$ cat config.mk
export PLATFORM = sky130hd
export DESIGN_NAME = hold_err_scan_ctrl
export DESIGN_NICKNAME = d
export VERILOG_FILES = /design/src/rtl/hold_err_scan_ctrl.sv
export SDC_FILE = /design/constraint.sdc
export NUM_CORES = 1
export LEC_CHECK = 0
export BUFFER_PORTS_ARGS = -buffer_cell sky130_fd_sc_hd__buf_4
export CORE_ASPECT_RATIO = 1.25
export CORE_UTILIZATION = 29
export DETAILED_ROUTE_END_ITERATION = 12
export HOLD_SLACK_MARGIN = 0.12
export PLACE_DENSITY = 0.56
export SLEW_MARGIN = 10
export SYNTH_ARGS = -nofsm -noshare
export SYNTH_HDL_FRONTEND = slang
export SYNTH_SLANG_ARGS = --single-unit
$ cat constraint.sdc
create_clock -name clk -period 3 [get_ports clk]
set_clock_uncertainty 0.05 [all_clocks]
set_input_delay 0.6 -clock clk [delete_from_list [all_inputs] [get_ports clk]]
set_output_delay 0.6 -clock clk [all_outputs]
set_load 0.05 [all_outputs]
$ cat src/rtl/hold_err_scan_ctrl.sv
// hold_err_scan_ctrl: sequences clear / arm-window / scan / report over a bank
// of hold-error flop cells and keeps a saturating count of reported errors.
// Optional self-test (forces LA_Test on the cells) is built in only when
// HOLD_ERR_SELFTEST_EN is defined.
module hold_err_scan_ctrl #(
    parameter int unsigned N_CELLS = 8,
    parameter int unsigned WINDOW  = 16,
    parameter int unsigned CNT_W   = 16
) (
    input  logic                       clk,
    input  logic                       reset,
    input  logic                       start,
    input  logic                       test_req,
    input  logic [N_CELLS-1:0]         err_in,
    input  logic                       report_ready,
    output logic                       cell_reset,
    output logic                       la_test,
    output logic                       err_valid,
    output logic [$clog2(N_CELLS)-1:0] err_idx,
    output logic [CNT_W-1:0]           err_count,
    output logic                       busy,
    output logic                       done
);

    localparam int unsigned              IDX_W    = $clog2(N_CELLS);
    localparam logic [IDX_W-1:0]         LAST_IDX = IDX_W'(N_CELLS - 1);
    localparam logic [15:0]              WIN_LAST = 16'(WINDOW - 1);
    localparam logic [CNT_W-1:0]         CNT_MAX  = '1;

    typedef enum logic [2:0] {
        IDLE,
        CLEAR,
        ARM,
        SCAN,
        REPORT,
        DONE
    } state_e;

    state_e             state_q, state_d;
    logic [IDX_W-1:0]   idx_q, idx_d;
    logic [15:0]        tmr_q, tmr_d;
    logic [CNT_W-1:0]   cnt_q, cnt_d;
    logic               cell_reset_q, cell_reset_d;

`ifdef HOLD_ERR_SELFTEST_EN
    logic               test_q, test_d;
`else
    logic               unused_test_req;
    assign unused_test_req = test_req;
`endif

    // State register and datapath flops; cell_reset is held high through reset
    always_ff @(posedge clk or negedge reset) begin
        if (!reset) begin
            state_q      <= IDLE;
            idx_q        <= '0;
            tmr_q        <= '0;
            cnt_q        <= '0;
            cell_reset_q <= 1'b1;
`ifdef HOLD_ERR_SELFTEST_EN
            test_q       <= 1'b0;
`endif
        end else begin
            state_q      <= state_d;
            idx_q        <= idx_d;
            tmr_q        <= tmr_d;
            cnt_q        <= cnt_d;
            cell_reset_q <= cell_reset_d;
`ifdef HOLD_ERR_SELFTEST_EN
            test_q       <= test_d;
`endif
        end
    end

    // Next-state, scan index, phase timer and error counter
    always_comb begin
        state_d = state_q;
        idx_d   = idx_q;
        tmr_d   = tmr_q;
        cnt_d   = cnt_q;
`ifdef HOLD_ERR_SELFTEST_EN
        test_d  = test_q;
`endif
        unique case (state_q)
            IDLE: begin
                if (start) begin
                    state_d = CLEAR;
                    tmr_d   = '0;
                    idx_d   = '0;
`ifdef HOLD_ERR_SELFTEST_EN
                    test_d  = test_req;
`endif
                end
            end
            CLEAR: begin
                if (tmr_q == 16'd1) begin
                    state_d = ARM;
                    tmr_d   = '0;
                end else begin
                    tmr_d = tmr_q + 16'd1;
                end
            end
            ARM: begin
                if (tmr_q == WIN_LAST) begin
                    state_d = SCAN;
                    idx_d   = '0;
                    tmr_d   = '0;
                end else begin
                    tmr_d = tmr_q + 16'd1;
                end
            end
            SCAN: begin
                if (err_in[idx_q]) begin
                    state_d = REPORT;
                end else if (idx_q == LAST_IDX) begin
                    state_d = DONE;
                end else begin
                    idx_d = idx_q + 1'b1;
                end
            end
            REPORT: begin
                if (report_ready) begin
                    if (cnt_q != CNT_MAX) begin
                        cnt_d = cnt_q + 1'b1;
                    end
                    if (idx_q == LAST_IDX) begin
                        state_d = DONE;
                    end else begin
                        state_d = SCAN;
                        idx_d   = idx_q + 1'b1;
                    end
                end
            end
            DONE: begin
                state_d = IDLE;
                idx_d   = '0;
`ifdef HOLD_ERR_SELFTEST_EN
                test_d  = 1'b0;
`endif
            end
            default: begin
                state_d = IDLE;
            end
        endcase
        cell_reset_d = (state_d == CLEAR);
    end

    // Output decode from the registered state
    always_comb begin
        busy       = (state_q != IDLE);
        done       = (state_q == DONE);
        err_valid  = (state_q == REPORT);
        err_idx    = idx_q;
        err_count  = cnt_q;
        cell_reset = cell_reset_q;
`ifdef HOLD_ERR_SELFTEST_EN
        la_test    = test_q && ((state_q == ARM) || (state_q == SCAN) || (state_q == REPORT));
`else
        la_test    = 1'b0;
`endif
    end

endmodule

==> flow_summary.ini, run 1 <==
[timing]
relSlewSlack = 0.544
max_freq_mhz = 443
rsz0062_at_grt = no
setup_viol_count_final = 0
slew_viol_final = 0
timing.final.hold_violations = 0
tightest_slew_ns = 0.684
finalCritPeriodShare = 0.752
fin_tns_setup_ns = 0
period_minus_slack_ns = 2.26
whs_ns = 0.206

[clocking]
cts_tree = done
clkSinkCount = 39
clk_latency_ns = 0.29
cts.htree.levels = 2
ctsRootBufferMaster = clkbuf_8
path_clk_slew_ns = 0.08
postCtsSetupBuffers = 0
cts_buffers = 5
ctsResizeCount = 0
hold_buffers = 0
clk_path_buf_depth = 2

[global_routing]
grt_pass1_vias = 1784
grt-ovfl-total = 0
antenna_found_initial = 0
grt_max_degree = 40
grt_pass1_wl_mm = 8.24
track_usage = 0.128

[die]
ios = 37
fp.dieH_um = 101
die-area_um2 = 8270
die_w_um = 81.6
row_count = 35
start_util = 0.305
fp.coreArea_um2 = 7530

[synth]
syn_area_per_cell_um2 = 9.76
synth.most_common_cell = dfrtp_1
synth_flop_cell = dfrtp_1
synth_common_cells = 38 x dfrtp_1, 27 x nand2_1, 19 x nand3_1, 12 x inv_1, 12 x xnor2_1
seq_area_frac_synth = 0.426
async_flop_share = 1.00
yosysUniqueCellTypes = 52
synthesis.area_um2 = 2290
synth_top_area_cell = dfrtp_1
synth_edf_count = 0
synth_top_area_share = 0.414
synth-seq-cells = 39
ys_warn_count = 0
synthCells = 235
synth_nets = 253
synthTopCellsByArea = dfrtp_1 41%, xnor2_1 4.6%, nand2_1 4.4%

[run]
drv_cap = 0

[setup_path]
cp_max_fo = 14
worstPathArrival_ns = 2.40
crit_chain = ha_1, and3_2, nand4_1, a32oi_2, o21ai_1, a21o_1
worstSetupStartpointType = flop
critPathSlowestCell = a32oi_2
path_class = reg -> reg
cpPeakStageDelay_ns = 0.63
worstPathRequired_ns = 3.14
crit_buf_inv = 0
ff2ff_setup_slack_ns = 0.74
endpoint_kind = flop
cp_top_family = compound AO/OA/AOI/OAI gates

[drt]
drt-vias-per-instance = 5.07
ant_nets = 0
dr_total_vias = 1835
wl_per_cell_um = 12.6
drt_iter0_drc = 75
drc = 0
dr.pass1.iters = 4
wl_mm = 4.58

[placed_design]
dp_hpwl_mm = 3.37
port-buffer-count = 34
place_congestion = 0.758
dp.cells = 354
place_area_um2 = 2600

[run_status]
status = finished clean

[layout]
final_area_um2 = 2690
area_growth_pct = 17.2
final_cells = 362
drive_above_1_share = 0.237
fin_nets = 287
antenna_cells = 0

[power]
power.density_nw_per_um2 = 730
p_leak_nw = 1.20
irDropWorstVdd_uv = 341
power_w = 0.00196

[hold_path]
hp-class = in -> async
==> cells by family (layout without fill, tap and decap cells) <==
group                    after synthesis  count (layout)  synth area share
buffers and inverters                 20              55            0.0507
multiplexers                          10              10            0.0442
other                                  1               1           0.00163
XOR/XNOR                              15              15            0.0573
AO/OA/AOI/OAI                         46              46             0.136
flip-flops                            39              39             0.426
AND/OR/NAND/NOR                       99              99             0.257
adder cells (fa/ha/maj)                5               5            0.0273
==> layer usage <==
layer  global-route usage  share of wire  vias up  wire, um
met5                    0              0        -         0
met4               0.0577          0.019        0        89
met3               0.0270          0.033        6       152
met2                0.213           0.48       29      2210
met1                0.157           0.47      887      2130
li1                     -              -      913         -
==> layout make-up <==
| type | instances | area (um^2) |
|---|---|---|
| multi-input combinational | 176 | 1200 |
| fill | 793 | 4840 |
| tap | 92 | 115 |
| timing repair buffer | 35 | 263 |
| inverter | 12 | 45.0 |
| sequential | 39 | 977 |
| clock buffer | 5 | 68.8 |
| clock inverter | 3 | 20.0 |
==> worst register-to-register path, stage by stage (launching register included) <==
cell and delay (ns):
dfrtp_1 0.43, ha_1 0.22, and3_2 0.25, nand4_1 0.23
a32oi_2 0.63, o21ai_1 0.15, a21o_1 0.20
==> final timing paths <==
check                                     startpoint                   endpoint  cells past startpoint
max in group asynchronous                      reset       cell_reset$_DFF_PN1_                      1
hold / removal                                 reset       tmr_q[3]$_DFFE_PN0P_                      1
min in group clk           err_count[15]$_DFFE_PN0P_  err_count[15]$_DFFE_PN0P_                      1
hold reg to reg            err_count[15]$_DFFE_PN0P_  err_count[15]$_DFFE_PN0P_                      1
setup / recovery                tmr_q[0]$_DFFE_PN0P_       tmr_q[3]$_DFFE_PN0P_                      6
setup reg to reg                tmr_q[0]$_DFFE_PN0P_       tmr_q[3]$_DFFE_PN0P_                      6
==> through the flow <==
stage | worst slack, ns | util
after global routing | 0.536 | 0.357
final | 0.744 | 0.357
after detailed placement | 0.763 | 0.345
after floorplan | 0.872 | -
after global placement | 0.766 | 0.345
after CTS | 0.751 | 0.357
==> state kept, by name (all words and copies together) (netlist names) <==
name,cells
err_count,16
err_idx,3
cell_reset,1
tmr_q,16
state_q,3
==> power by group <==
part / leakage (nW) / switching [W] / internal (W) / total (W)
registers: 0.526 / 0.000139 / 0.000607 / 0.000746
logic: 0.632 / 0.000536 / 0.000326 / 0.000861
clock network: 0.0402 / 0.000195 / 0.000162 / 0.000357
==> cell usage in the layout, fill, tap and decap left out, types with 2 or more instances in the layout <==
cell	Yosys	layout
clkbuf_8	0	5
or3_1	3	3
and4_1	2	2
clkinvlp_4	0	2
nor2_1	10	10
ha_1	5	5
a41oi_1	2	2
dfrtp_1	38	38
xor2_1	3	3
nand4_1	7	7
nor3_1	2	2
a31oi_1	3	3
xnor2_1	12	12
or3_2	4	4
mux2i_1	9	9
a21oi_1	11	11
o21ai_0	9	9
buf_4	1	35
nand2b_1	4	4
inv_1	12	12
nand2_1	27	27
nor3b_1	3	3
nor3_2	2	2
nand3_1	19	19
and3_1	6	6
a21o_1	3	3
o21ai_1	3	3
nor4_4	3	3
a22oi_1	2	2
No activity file was read; power rests on OpenSTA's default activity.
==> run 2, diff against run 1 <==
--- a/config.mk
+++ b/config.mk
@@ -5,12 +5,13 @@
 export SDC_FILE = /design/constraint.sdc
 export NUM_CORES = 1
 export LEC_CHECK = 0
+export ABC_AREA = 1
 export BUFFER_PORTS_ARGS = -buffer_cell sky130_fd_sc_hd__buf_4
 export CORE_ASPECT_RATIO = 1.25
 export CORE_UTILIZATION = 29
 export DETAILED_ROUTE_END_ITERATION = 12
 export HOLD_SLACK_MARGIN = 0.12
-export PLACE_DENSITY = 0.56
+export PLACE_DENSITY = 0.55
 export SLEW_MARGIN = 10
 export SYNTH_ARGS = -nofsm -noshare
 export SYNTH_HDL_FRONTEND = slang
==> constraint.sdc (replaced) <==
create_clock -name clk -period 2.1 [get_ports clk]
set_clock_uncertainty 0.05 [all_clocks]
set_input_delay 0.42 -clock clk [delete_from_list [all_inputs] [get_ports clk]]
set_output_delay 0.42 -clock clk [all_outputs]
set_load 0.05 [all_outputs]
==> run 2 against run 1 <==
Sequential power is 34% higher. Sequential share of layout area down 3.1 points. Worst setup slack got worse by 0.53 ns. Core utilization increased by 1.4 points. Critical path depth is 3 lower. Cell count rose by 31%. Combinational power grew 48%. Synthesized area grew 5.2%. Die area grew 5.1%. Global-route usage is 0.93 points higher. Worst hold slack better by 0.22 ns. Critical path type is now reg -> out.
==> flow_summary.ini, run 2 <==
[run_status]
status = finished clean

[drt]
routed.top_layer = met4
wl_met3_um = 244
drc = 0
drt-vias-per-instance = 4.73
met1Wirelength_mm = 2.39
drt_iter0_drc = 83
wl_per_cell_um = 11.6
dr.pass1.iters = 4
wl_mm = 5.50
ant_nets = 0
wl_met2_mm = 2.80
dr_total_vias = 2246

[die]
row_count = 36
start_util = 0.304
fp.dieH_um = 104
ios = 37
die_w_um = 83.6
fp.coreArea_um2 = 7930
die-area_um2 = 8690

[layout]
fillCellCount = 859
drive_above_1_share = 0.161
area_growth_pct = 21.8
multi_input_comb_area_um2 = 1220
fin_nets = 397
antenna_cells = 0
final_area_um2 = 2940
final_common_cell = nand2_1
layout_common_cells = 90 x nand2_1, 49 x inv_1, 38 x dfrtp_1
register_area_um2 = 977

[global_routing]
grt_max_degree = 40
track_usage = 0.137
grt-ovfl-total = 0
antenna_found_initial = 0
grt_pass1_wl_mm = 9.96
grt_pass1_vias = 2210

[synth]
ys_warn_count = 0
synthesis.area_um2 = 2410
synth_nets = 355
yosysUniqueCellTypes = 29
synthTopCellsByArea = dfrtp_1 39%, nand2_1 14%, inv_1 7.6%
synth_top_area_cell = dfrtp_1
synth_flop_cell = dfrtp_1
synthCells = 337
synth_edf_count = 0
synth-seq-cells = 39
synth_top_area_share = 0.394
async_flop_share = 1.00
synth_common_cells = 90 x nand2_1, 49 x inv_1, 38 x dfrtp_1, 36 x nor2_1, 33 x nand3_1
syn_area_per_cell_um2 = 7.16
synth.most_common_cell = nand2_1
seq_area_frac_synth = 0.405

[timing]
timing.final.hold_violations = 0
max_freq_mhz = 529
whs_ns = 0.423
rsz0062_at_grt = no
tightest_slew_ns = 0.507
finalCritPeriodShare = 0.900
setup_viol_count_final = 0
relSlewSlack = 0.662
fin_tns_setup_ns = 0
slew_viol_final = 0
period_minus_slack_ns = 1.89

[placed_design]
port-buffer-count = 34
dp_hpwl_mm = 4.20
place_area_um2 = 2790
place_congestion = 0.852

[clocking]
cts.htree.levels = 2
clkSinkCount = 39
ctsRootBufferMaster = clkbuf_8
path_clk_slew_ns = 0.08
cts_buffers = 5
cts_tree = done
postCtsSetupBuffers = 0
clk_path_buf_depth = 2
clk_latency_ns = 0.30

[power]
irDropWorstVdd_uv = 710
p_leak_nw = 1.45
power.density_nw_per_um2 = 1030

[hold_path]
whs_path_depth = 5
hp-class = in -> reg

[setup_path]
rr_worst_depth = 10
cp_max_fo = 7
worstPathArrival_ns = 1.42
path_class = reg -> out
worstPathRequired_ns = 1.63
worstSetupStartpointType = flop
endpoint_kind = output port

[run]
drv_cap = 0
run 2: cell count changes after synthesis, moves of 5 or more:
cell,previous run,this run
nor2_1,10,36
nand3_1,19,33
xor2_1,3,10
xnor2_1,12,5
mux2i_1,9,0
and3_1,6,0
inv_1,12,49
buf_6,5,0
nor3_1,2,10
nand2_1,27,90
run 2: worst paths after layout:
check | slack [ns] | to | from
setup / recovery | 0.21 | busy | state_q[1]$_DFF_PN0_
setup reg to reg | 0.28 | tmr_q[8]$_DFFE_PN0P_ | tmr_q[0]$_DFFE_PN0P_
min in group asynchronous | 0.59 | err_count[9]$_DFFE_PN0P_ | reset
hold reg to reg | 0.48 | err_count[4]$_DFFE_PN0P_ | err_count[4]$_DFFE_PN0P_
max in group asynchronous | 1.04 | cell_reset$_DFF_PN1_ | reset
hold / removal | 0.42 | state_q[0]$_DFF_PN0_ | start
run 2: metal layers:
metal,track usage,vias up
met3,0.0262,7
met2,0.253,52
met5,0,-
met4,0.0375,0
li1,-,1149
met1,0.161,1038
run 2: repair_timing:
action | CTS | global route
hold endpoints to repair | 38 | 0
hold buffers | 1 | 0
resized for setup | 0 | 0
run 2: cell type report:
| cell class | count | share of cell area |
|---|---|---|
| multi-input combinational | 242 | 0.415 |
| sequential | 39 | 0.332 |
| timing repair buffer | 38 | 0.0979 |
| inverter | 53 | 0.0677 |
| tap | 95 | 0.0404 |
| clock buffer | 5 | 0.0234 |
| clock inverter | 3 | 0.0230 |
run 2: logic make-up after synthesis:
family,synth area share
XOR/XNOR,0.0544
buffers and inverters,0.0897
adder cells (fa/ha/maj),0.0259
AND/OR/NAND/NOR,0.359
AO/OA/AOI/OAI,0.0648
flip-flops,0.405
other,0.00155
run 2: through the flow:
stage          std cells  utilization  power, W  setup WS (ns)
2_1_floorplan        337            -   0.00190         0.0105
5_1_grt              475        0.371   0.00327         0.0201
3_5_place_dp         466        0.352   0.00230          0.280
6_report             475        0.371   0.00302          0.209
3_3_place_gp         466        0.352   0.00228          0.302
4_1_cts              475        0.371   0.00306          0.157
run 2: power breakdown:
group	total [W]	switching, W	internal [W]
clock	0.000757	0.000283	0.000474
combinational	0.00127	0.000876	0.000390
sequential	0.000998	0.000136	0.000862
total	0.00302	0.00130	0.00173
run 2: worst max-delay path, stage by stage, from the launching register on:
cell     delay (ns)
dfrtp_1        0.48
nor3_1         0.37
inv_1          0.07
buf_4          0.20
==> run 3, diff against run 2 <==
--- a/config.mk
+++ b/config.mk
@@ -10,6 +10,7 @@
 export CORE_ASPECT_RATIO = 1.25
 export CORE_UTILIZATION = 29
 export DETAILED_ROUTE_END_ITERATION = 12
+export GPL_TIMING_DRIVEN = 0
 export HOLD_SLACK_MARGIN = 0.12
 export PLACE_DENSITY = 0.55
 export SLEW_MARGIN = 10
==> run 3 against run 2 <==
Cell count stayed put. Worst hold slack got worse by 0.012 ns. Global-route usage up 0.22 points. Combinational power barely moved. Highest routed layer unchanged. First-iteration DRC count is 63% higher. Critical path type unchanged. Critical endpoint unchanged. Die area unchanged. Sequential power hardly changed. Clock-buffer cell count rose by 1. Worst setup slack lost 0.045 ns. Fmax fell by 2.3%. Core utilization down 0.63 points.
==> flow_summary.ini, run 3 (synthesized netlist as in run 2, its figures left out) <==
[timing]
finalCritPeriodShare = 0.922
whs_ns = 0.411
relSlewSlack = 0.659
slew_viol_final = 0
max_freq_mhz = 517
rsz0062_at_grt = no
period_minus_slack_ns = 1.94
fin_tns_setup_ns = 0
tightest_slew_ns = 0.512
timing.final.hold_violations = 0
setup_viol_count_final = 0

[setup_path]
rr_worst_depth = 7
regToRegStartpoint = state_q[1]$_DFF_PN0_
cp-startpoint = state_q[1]$_DFF_PN0_
path_class = reg -> out
worstPathRequired_ns = 1.63
cp-endpoint = busy
cp_max_fo = 7
critPathSlowestCell = dfrtp_1
crit_chain = nor3_1, inv_1, buf_4
worstPathArrival_ns = 1.47
cp_top_family = flip-flops
cpPeakStageDelay_ns = 0.49
crit_cells = 3
ff2ff_setup_slack_ns = 0.26
timing.rr.end = tmr_q[4]$_DFFE_PN0P_
crit_buf_inv = 2
endpoint_kind = output port
worstSetupStartpointType = flop

[run_status]
status = finished clean

[global_routing]
grt_pass1_wl_mm = 10.0
gr-max-usage-layer = met2
grt_max_degree = 40
track_usage = 0.140
grt_use_met3 = 0.0302
use_met1 = 0.163
met2_usage = 0.247
antenna_found_initial = 0
grt-ovfl-total = 0
grt_pass1_vias = 2283

[power]
irDropWorstVdd_uv = 712
power.density_nw_per_um2 = 955
p_leak_nw = 1.43

[drt]
dr.pass1.iters = 4
wl_per_cell_um = 11.7
dr_total_vias = 2247
drc = 0
wl_mm = 5.58
drt-vias-per-instance = 4.73
ant_nets = 0
drt_iter0_drc = 135

[layout]
fin_nets = 397
final_common_cell = nand2_1
layout_common_cells = 90 x nand2_1, 49 x inv_1, 38 x dfrtp_1
antenna_cells = 0
area_growth_pct = 19.7
drive_above_1_share = 0.163

[die]
start_util = 0.304
ios = 37
fp.coreArea_um2 = 7930
fp.dieH_um = 104
row_count = 36
die-area_um2 = 8690
die_w_um = 83.6

[clocking]
clkSinkCount = 39
ctsRootBufferMaster = clkbuf_8
path_clk_slew_ns = 0.08
clk_latency_ns = 0.30
cts.htree.levels = 2
cts_tree = done
clk_path_buf_depth = 2
cts_buffers = 5

[placed_design]
place_congestion = 0.840
dp_hpwl_mm = 4.18
port-buffer-count = 34

[run]
drv_cap = 0

[hold_path]
hp-class = in -> reg
run 3: power by group:
| part | internal (W) | switching (W) |
|---|---|---|
| Clock | 0.000232 | 0.000277 |
| Combinational | 0.000369 | 0.000882 |
| Sequential | 0.000862 | 0.000136 |
| Total | 0.00146 | 0.00129 |
run 3: cell type report:
| class | instances | area, um^2 |
|---|---|---|
| buffer | 3 | 17.5 |
| clock buffer | 6 | 72.6 |
| clock inverter | 2 | 12.5 |
| fill | 857 | 5040 |
| inverter | 53 | 199 |
| multi-input combinational | 242 | 1230 |
| sequential | 39 | 977 |
| tap | 95 | 119 |
| timing repair buffer | 35 | 265 |
run 3: routing by layer:
layer	wire length [um]	share of wire	up-vias
li1	-	-	1149
met1	2470	0.44	1048
met2	2790	0.50	44
met3	243	0.044	6
met4	71	0.013	0
met5	0	0	-
run 3: worst min path at each step:
stage,start,end,slack (ns),depth (start not counted)
2_1_floorplan,reset,err_count[0]$_DFFE_PN0P_,0.07,0
4_1_cts,start,state_q[0]$_DFF_PN0_,0.40,5
3_5_place_dp,reset,err_count[3]$_DFFE_PN0P_,0.39,1
5_1_grt,start,state_q[0]$_DFF_PN0_,0.47,5
3_3_place_gp,reset,err_count[4]$_DFFE_PN0P_,0.39,1
6_report,start,state_q[0]$_DFF_PN0_,0.41,5
run 3: through the flow:
step | instances | utilization | instance area (um^2) | setup slack, ns | power, W
global route | 475 | 0.364 | 2890 | 0.0293 | 0.00300
floorplan | 337 | - | 2410 | 0.0105 | 0.00190
CTS | 475 | 0.364 | 2880 | 0.130 | 0.00279
detailed placement | 466 | 0.352 | 2790 | 0.191 | 0.00226
global placement | 466 | 0.352 | 2790 | 0.196 | 0.00225
finish | 475 | 0.364 | 2890 | 0.164 | 0.00276
run 3: tightest hold or removal path, delay by kind of cell:
family | cells | cell delay (ns)
AND/OR/NAND/NOR | 3 | 0.17
buffers and inverters | 1 | 0.09
AO/OA/AOI/OAI | 1 | 0.04
run 3: timing repair:
| action | CTS | global route |
|---|---|---|
| endpoints found under the setup margin | 0 | 4 |
| hold buffers | 1 | 0 |
| resized for setup | 0 | 2 |
| hold endpoints to repair | 38 | 0 |
| setup buffers | 0 | 0 |
